==> src/rtl/prefetch_fill_buffer.sv <==
// rtl/prefetch_fill_buffer.sv - line-read path with one-entry next-line prefetch buffer
//
// Sits between the last-level cache miss port and physical memory. Line
// writes pass straight through; line reads are fetched from memory, and after
// every read the next sequential line is prefetched into a one-entry buffer so
// a streaming miss completes in one cycle.
//
// Ports:
//   clk, rst                      clock, asynchronous active-low reset
//   mem_address/mem_read/mem_write/mem_wdata   cache-side request
//   mem_rdata/mem_resp            cache-side response (one-cycle pulse)
//   pmem_address/pmem_read/pmem_write/pmem_wdata  memory-side request
//   pmem_rdata/pmem_resp          memory-side response
module prefetch_fill_buffer #(
    parameter int s_offset    = 5,
    parameter int s_line      = 256,
    parameter bit prefetch_en = 1'b1
) (
    input  logic              clk,
    input  logic              rst,
    input  logic [31:0]       mem_address,
    output logic [s_line-1:0] mem_rdata,
    input  logic [s_line-1:0] mem_wdata,
    input  logic              mem_read,
    input  logic              mem_write,
    output logic              mem_resp,
    output logic [31:0]       pmem_address,
    input  logic [s_line-1:0] pmem_rdata,
    output logic [s_line-1:0] pmem_wdata,
    output logic              pmem_read,
    output logic              pmem_write,
    input  logic              pmem_resp
);

    typedef enum logic [2:0] {
        IDLE,
        HIT,
        FETCH,
        WRITE,
        RESP,
        PREFETCH
    } state_t;

    localparam logic [31:0] line_bytes = 32'(2 ** s_offset);

    state_t            state;
    logic              buf_valid;
    logic [31:0]       buf_tag;
    logic [s_line-1:0] buf_data;
    logic [s_line-1:0] rdata_reg;
    logic [31:0]       line_reg;   // line of the request being serviced
    logic              was_read;   // RESP follows a read (prefetch) or a write (idle)

    logic [31:0] req_line;
    logic [31:0] next_line;
    logic        buf_hit;
    logic        unused_low_bits;

    assign req_line        = {mem_address[31:s_offset], {s_offset{1'b0}}};
    assign next_line       = line_reg + line_bytes;   // wraps modulo 2^32
    assign buf_hit         = buf_valid && (buf_tag == req_line);
    assign unused_low_bits = ^mem_address[s_offset-1:0];
    assign mem_rdata       = rdata_reg;

    always_ff @(posedge clk or negedge rst) begin
        if (!rst) begin
            state        <= IDLE;
            buf_valid    <= 1'b0;
            buf_tag      <= '0;
            buf_data     <= '0;
            rdata_reg    <= '0;
            line_reg     <= '0;
            was_read     <= 1'b0;
            mem_resp     <= 1'b0;
            pmem_read    <= 1'b0;
            pmem_write   <= 1'b0;
            pmem_address <= '0;
            pmem_wdata   <= '0;
        end else begin
            // mem_resp is only ever raised on the edge entering HIT or RESP,
            // so it can never stay high for two cycles.
            mem_resp <= 1'b0;
            case (state)
                IDLE: begin
                    if (mem_write) begin
                        line_reg     <= req_line;
                        pmem_address <= req_line;
                        pmem_wdata   <= mem_wdata;
                        pmem_write   <= 1'b1;
                        was_read     <= 1'b0;
                        // a buffered copy of this line would now be stale
                        if (buf_hit) buf_valid <= 1'b0;
                        state        <= WRITE;
                    end else if (mem_read) begin
                        line_reg <= req_line;
                        was_read <= 1'b1;
                        if (buf_hit) begin
                            rdata_reg <= buf_data;
                            buf_valid <= 1'b0;
                            mem_resp  <= 1'b1;
                            state     <= HIT;
                        end else begin
                            pmem_address <= req_line;
                            pmem_read    <= 1'b1;
                            state        <= FETCH;
                        end
                    end
                end
                HIT: begin
                    if (prefetch_en) begin
                        pmem_address <= next_line;
                        pmem_read    <= 1'b1;
                        state        <= PREFETCH;
                    end else begin
                        state <= IDLE;
                    end
                end
                FETCH: begin
                    if (pmem_resp) begin
                        rdata_reg <= pmem_rdata;
                        pmem_read <= 1'b0;
                        mem_resp  <= 1'b1;
                        state     <= RESP;
                    end
                end
                WRITE: begin
                    if (pmem_resp) begin
                        pmem_write <= 1'b0;
                        mem_resp   <= 1'b1;
                        state      <= RESP;
                    end
                end
                RESP: begin
                    if (was_read && prefetch_en) begin
                        pmem_address <= next_line;
                        pmem_read    <= 1'b1;
                        state        <= PREFETCH;
                    end else begin
                        state <= IDLE;
                    end
                end
                PREFETCH: begin
                    // pmem_address still holds the prefetch line here
                    if (pmem_resp) begin
                        buf_data  <= pmem_rdata;
                        buf_tag   <= pmem_address;
                        buf_valid <= 1'b1;
                        pmem_read <= 1'b0;
                        state     <= IDLE;
                    end
                end
                default: state <= IDLE;
            endcase
        end
    end

endmodule

==> config.mk <==
export PLATFORM = sky130hd
export DESIGN_NAME = prefetch_fill_buffer
export DESIGN_NICKNAME = d
export VERILOG_FILES = /design/src/rtl/prefetch_fill_buffer.sv
export SDC_FILE = /design/constraint.sdc
export NUM_CORES = 2
export LEC_CHECK = 0
export BUFFER_PORTS_ARGS = -buffer_cell sky130_fd_sc_hd__buf_2
export CAP_MARGIN = 10
export CORE_AREA = 2 2 428 430
export CTS_BUF_LIST = sky130_fd_sc_hd__clkbuf_8
export DETAILED_ROUTE_END_ITERATION = 16
export DIE_AREA = 0 0 430 432
export PLACE_DENSITY = 0.42
export SYNTH_ARGS = -nofsm -noshare
export SYNTH_HDL_FRONTEND = slang
export SYNTH_SLANG_ARGS = --single-unit
==> constraint.sdc <==
create_clock -name clk -period 2.75 [get_ports clk]
set_input_delay 0.275 -clock clk [delete_from_list [all_inputs] [get_ports clk]]
set_output_delay 0.275 -clock clk [all_outputs]
set_load 0.005 [all_outputs]
==> flow_summary.ini <==
[routing]
post-route-drc-count = 0
vias = 27460
detail-route-antenna-nets = 0
vias_per_cell = 4.105
drt_iter0_drc = 1396
wl_per_cell_um = 23.16
wl_mm = 154.9
first_pass_iters = 5

[hold_path]
hold_start = mem_wdata[20]
hold_path_class = in2reg
min_to = pmem_wdata[20]
min_path_cells = 3

[critical_path]
path_common_cell = buf_12
worstPathCellList = xnor2_1, nand4_1, or4_1, o21bai_4, buf_12, buf_12, o221a_2
reg2reg_slack_ns = 0.13
crit_type = reg2reg
arrival_ns = 3.42
cp-start-kind = flip-flop
rr_startpoint = buf_tag[11]
reg2reg_depth = 7
crit_slowest_cell = or4_1
slowest_delay_ns = 0.68
rr_endpoint = mem_rdata[214]
critPathRequiredTime_ns = 3.55
path_max_fanout = 30
endpoint_kind = flip-flop

[global_route]
grt-ovfl-total = 0
grt_pass1_wl_mm = 218.2
grt_max_degree = 75
grt_use_total = 0.1632
grt_pass1_vias = 28910
antenna_found_initial = 24

[floorplan]
num_io_pins = 1096
core_area_sq_um = 181700
die_w_um = 430
die_area_sq_um = 185800
initial_utilization = 0.1921
die_h_um = 432
rows = 157

[logic_synthesis]
synth.top_cell.area_share = 0.6143
synth-seq-area-share = 0.6143
synth_top_area_cell = dfrtp_1
syn-cell-area_sq_um = 34910
yosysWarnings = 0
async_flop_share = 1.000
synthDistinctLibCells = 47
syn_area_per_cell_sq_um = 14.72
ys.flop_type = dfrtp_1
synth_area_leaders = dfrtp_1 (61%), mux2_2 (19%), o221a_2 (8.3%)
netlist_instances = 2371
synth-seq-cells = 857
synth_edf_count = 0

[clock_tree]
clk_path_buf_depth = 3
cts_root_buf = clkbuf_8
cts_htree_levels = 4
cts_setup_buffers = 0
cts_tree = built
cts_buffers = 161
clk_pin_slew_ns = 0.06
worstSkewPairLatency_ns = 0.90
cts.sinks = 857
ctsResizeCount = 0

[timing]
finalSetupTns_ns = 0
worstMarginPinSlew_ns = 0.5983
hold_ws_ns = 0.1592
min_period_ns = 2.617
hold_viol = 0
finalSetupViolations = 0
rsz0062_at_grt = no
slew_violations = 0
period_share = 0.9518
setup_ws_ns = 0.1326
max_slew_margin = 0.6003
timing.fmax_mhz = 382.1
skew_ns = 0.03964

[place]
portBuffers = 1085
gp_congestion = 0.9970
place_inst = 5801
dp_hpwl_mm = 115.0
place_ws_ns = 0.1335

[power]
vdd_ir_drop_max_uv = 430.6
power_density_nw_per_um2 = 1068
p_total_uw = 56890
p_leak_uw = 0.02313

[outcome]
status = completed

[final_layout]
area_growth_pct = 52.58
final_common_cell = buf_2
layout_common_cells = buf_2 (1084), dfrtp_1 (857), dlygate4sd3_1 (586)
post_route_cells_drive_above_1_share = 0.5349
layout.nets = 4716
layout.cells.non_filler = 6690

[flow_run]
cap_violations = 0
-- cell families after synthesis --
family | share of synthesized area
AOI/OAI and AO/OA | 0.09452
and+or+nand+nor | 0.06516
other | 0.0001074
adders and majority gates | 0.0003584
muxes | 0.1902
DFF | 0.6143
xor gates and xnor gates | 0.009785
buffers and inverters | 0.02552
-- worst max path at each step --
stage / from / end / slack (ns) / cells past startpoint
final: buf_tag[11] / mem_rdata[214] / 0.13 / 7
after global routing: buf_tag[30] / mem_rdata[162] / 0.02 / 8
after detailed placement: mem_address[10] / mem_rdata[140] / 0.13 / 8
after CTS: buf_tag[11] / mem_rdata[214] / 0.12 / 7
after global placement: mem_address[10] / mem_rdata[93] / 0.12 / 8
after floorplan: buf_tag[30] / mem_rdata[215] / 0.68 / 7
-- power by group --
part | internal (uW) | switching [uW]
Sequential | 19100 | 3870
Clock | 7070 | 5900
Combinational | 11400 | 9480
-- layout make-up --
type                            count  area, sq um
Sequential cell                   857        21450
Clock buffer                      206         2835
Tap cell                         2385         2984
Multi-Input combinational cell   1341        12620
Clock inverter                     76        466.7
Inverter                            9        33.78
Fill cell                       18720       128400
Timing Repair Buffer             1796        12830
Antenna cell                       20        50.05
-- worst max-delay path: cells and delay by family (launching register included) --
kind            cells  cell delay, ns
compound gates      2            0.42
buf+inv             2            0.44
flops               1            0.39
xor+xnor            1            0.29
simple gates        2            0.89
-- metal layers --
metal / global-route usage / up-vias / share of wire
met5: 0 / - / 0.000045
met2: 0.2902 / 916 / 0.51
met3: 0.04520 / 294 / 0.061
met4: 0.08485 / 2 / 0.056
met1: 0.1761 / 13880 / 0.37
li1: - / 12370 / -
-- Yosys cell counts (2+ instances only) --
cell,number
or3_1,6
nand2b_1,260
or4_1,11
nand4_1,17
o221a_2,256
and4_1,5
nand2_1,30
xnor2_1,36
o21ai_0,27
o31ai_1,7
clkbuf_1,54
nor3_1,8
inv_1,9
a21oi_1,9
nor2_1,24
buf_4,31
mux2_1,7
dfrtp_1,857
xor2_1,3
nand3_1,10
o211ai_1,3
buf_2,82
mux2i_1,3
mux2_2,580
a211oi_1,2
a31oi_1,13
-- stage by stage --
step | cell area [sq um] | util
detailed placement | 44030 | 0.2423
global route | 53240 | 0.2930
global placement | 44030 | 0.2423
floorplan | 34920 | -
CTS | 53210 | 0.2929
finish | 53260 | 0.2931
-- timing repair --
action                                  in CTS  in global routing
endpoints found under the setup margin       0                  0
hold buffers                               587                  0
endpoints found under the hold margin     1660                  0
Power figures use the tool's default switching activity.
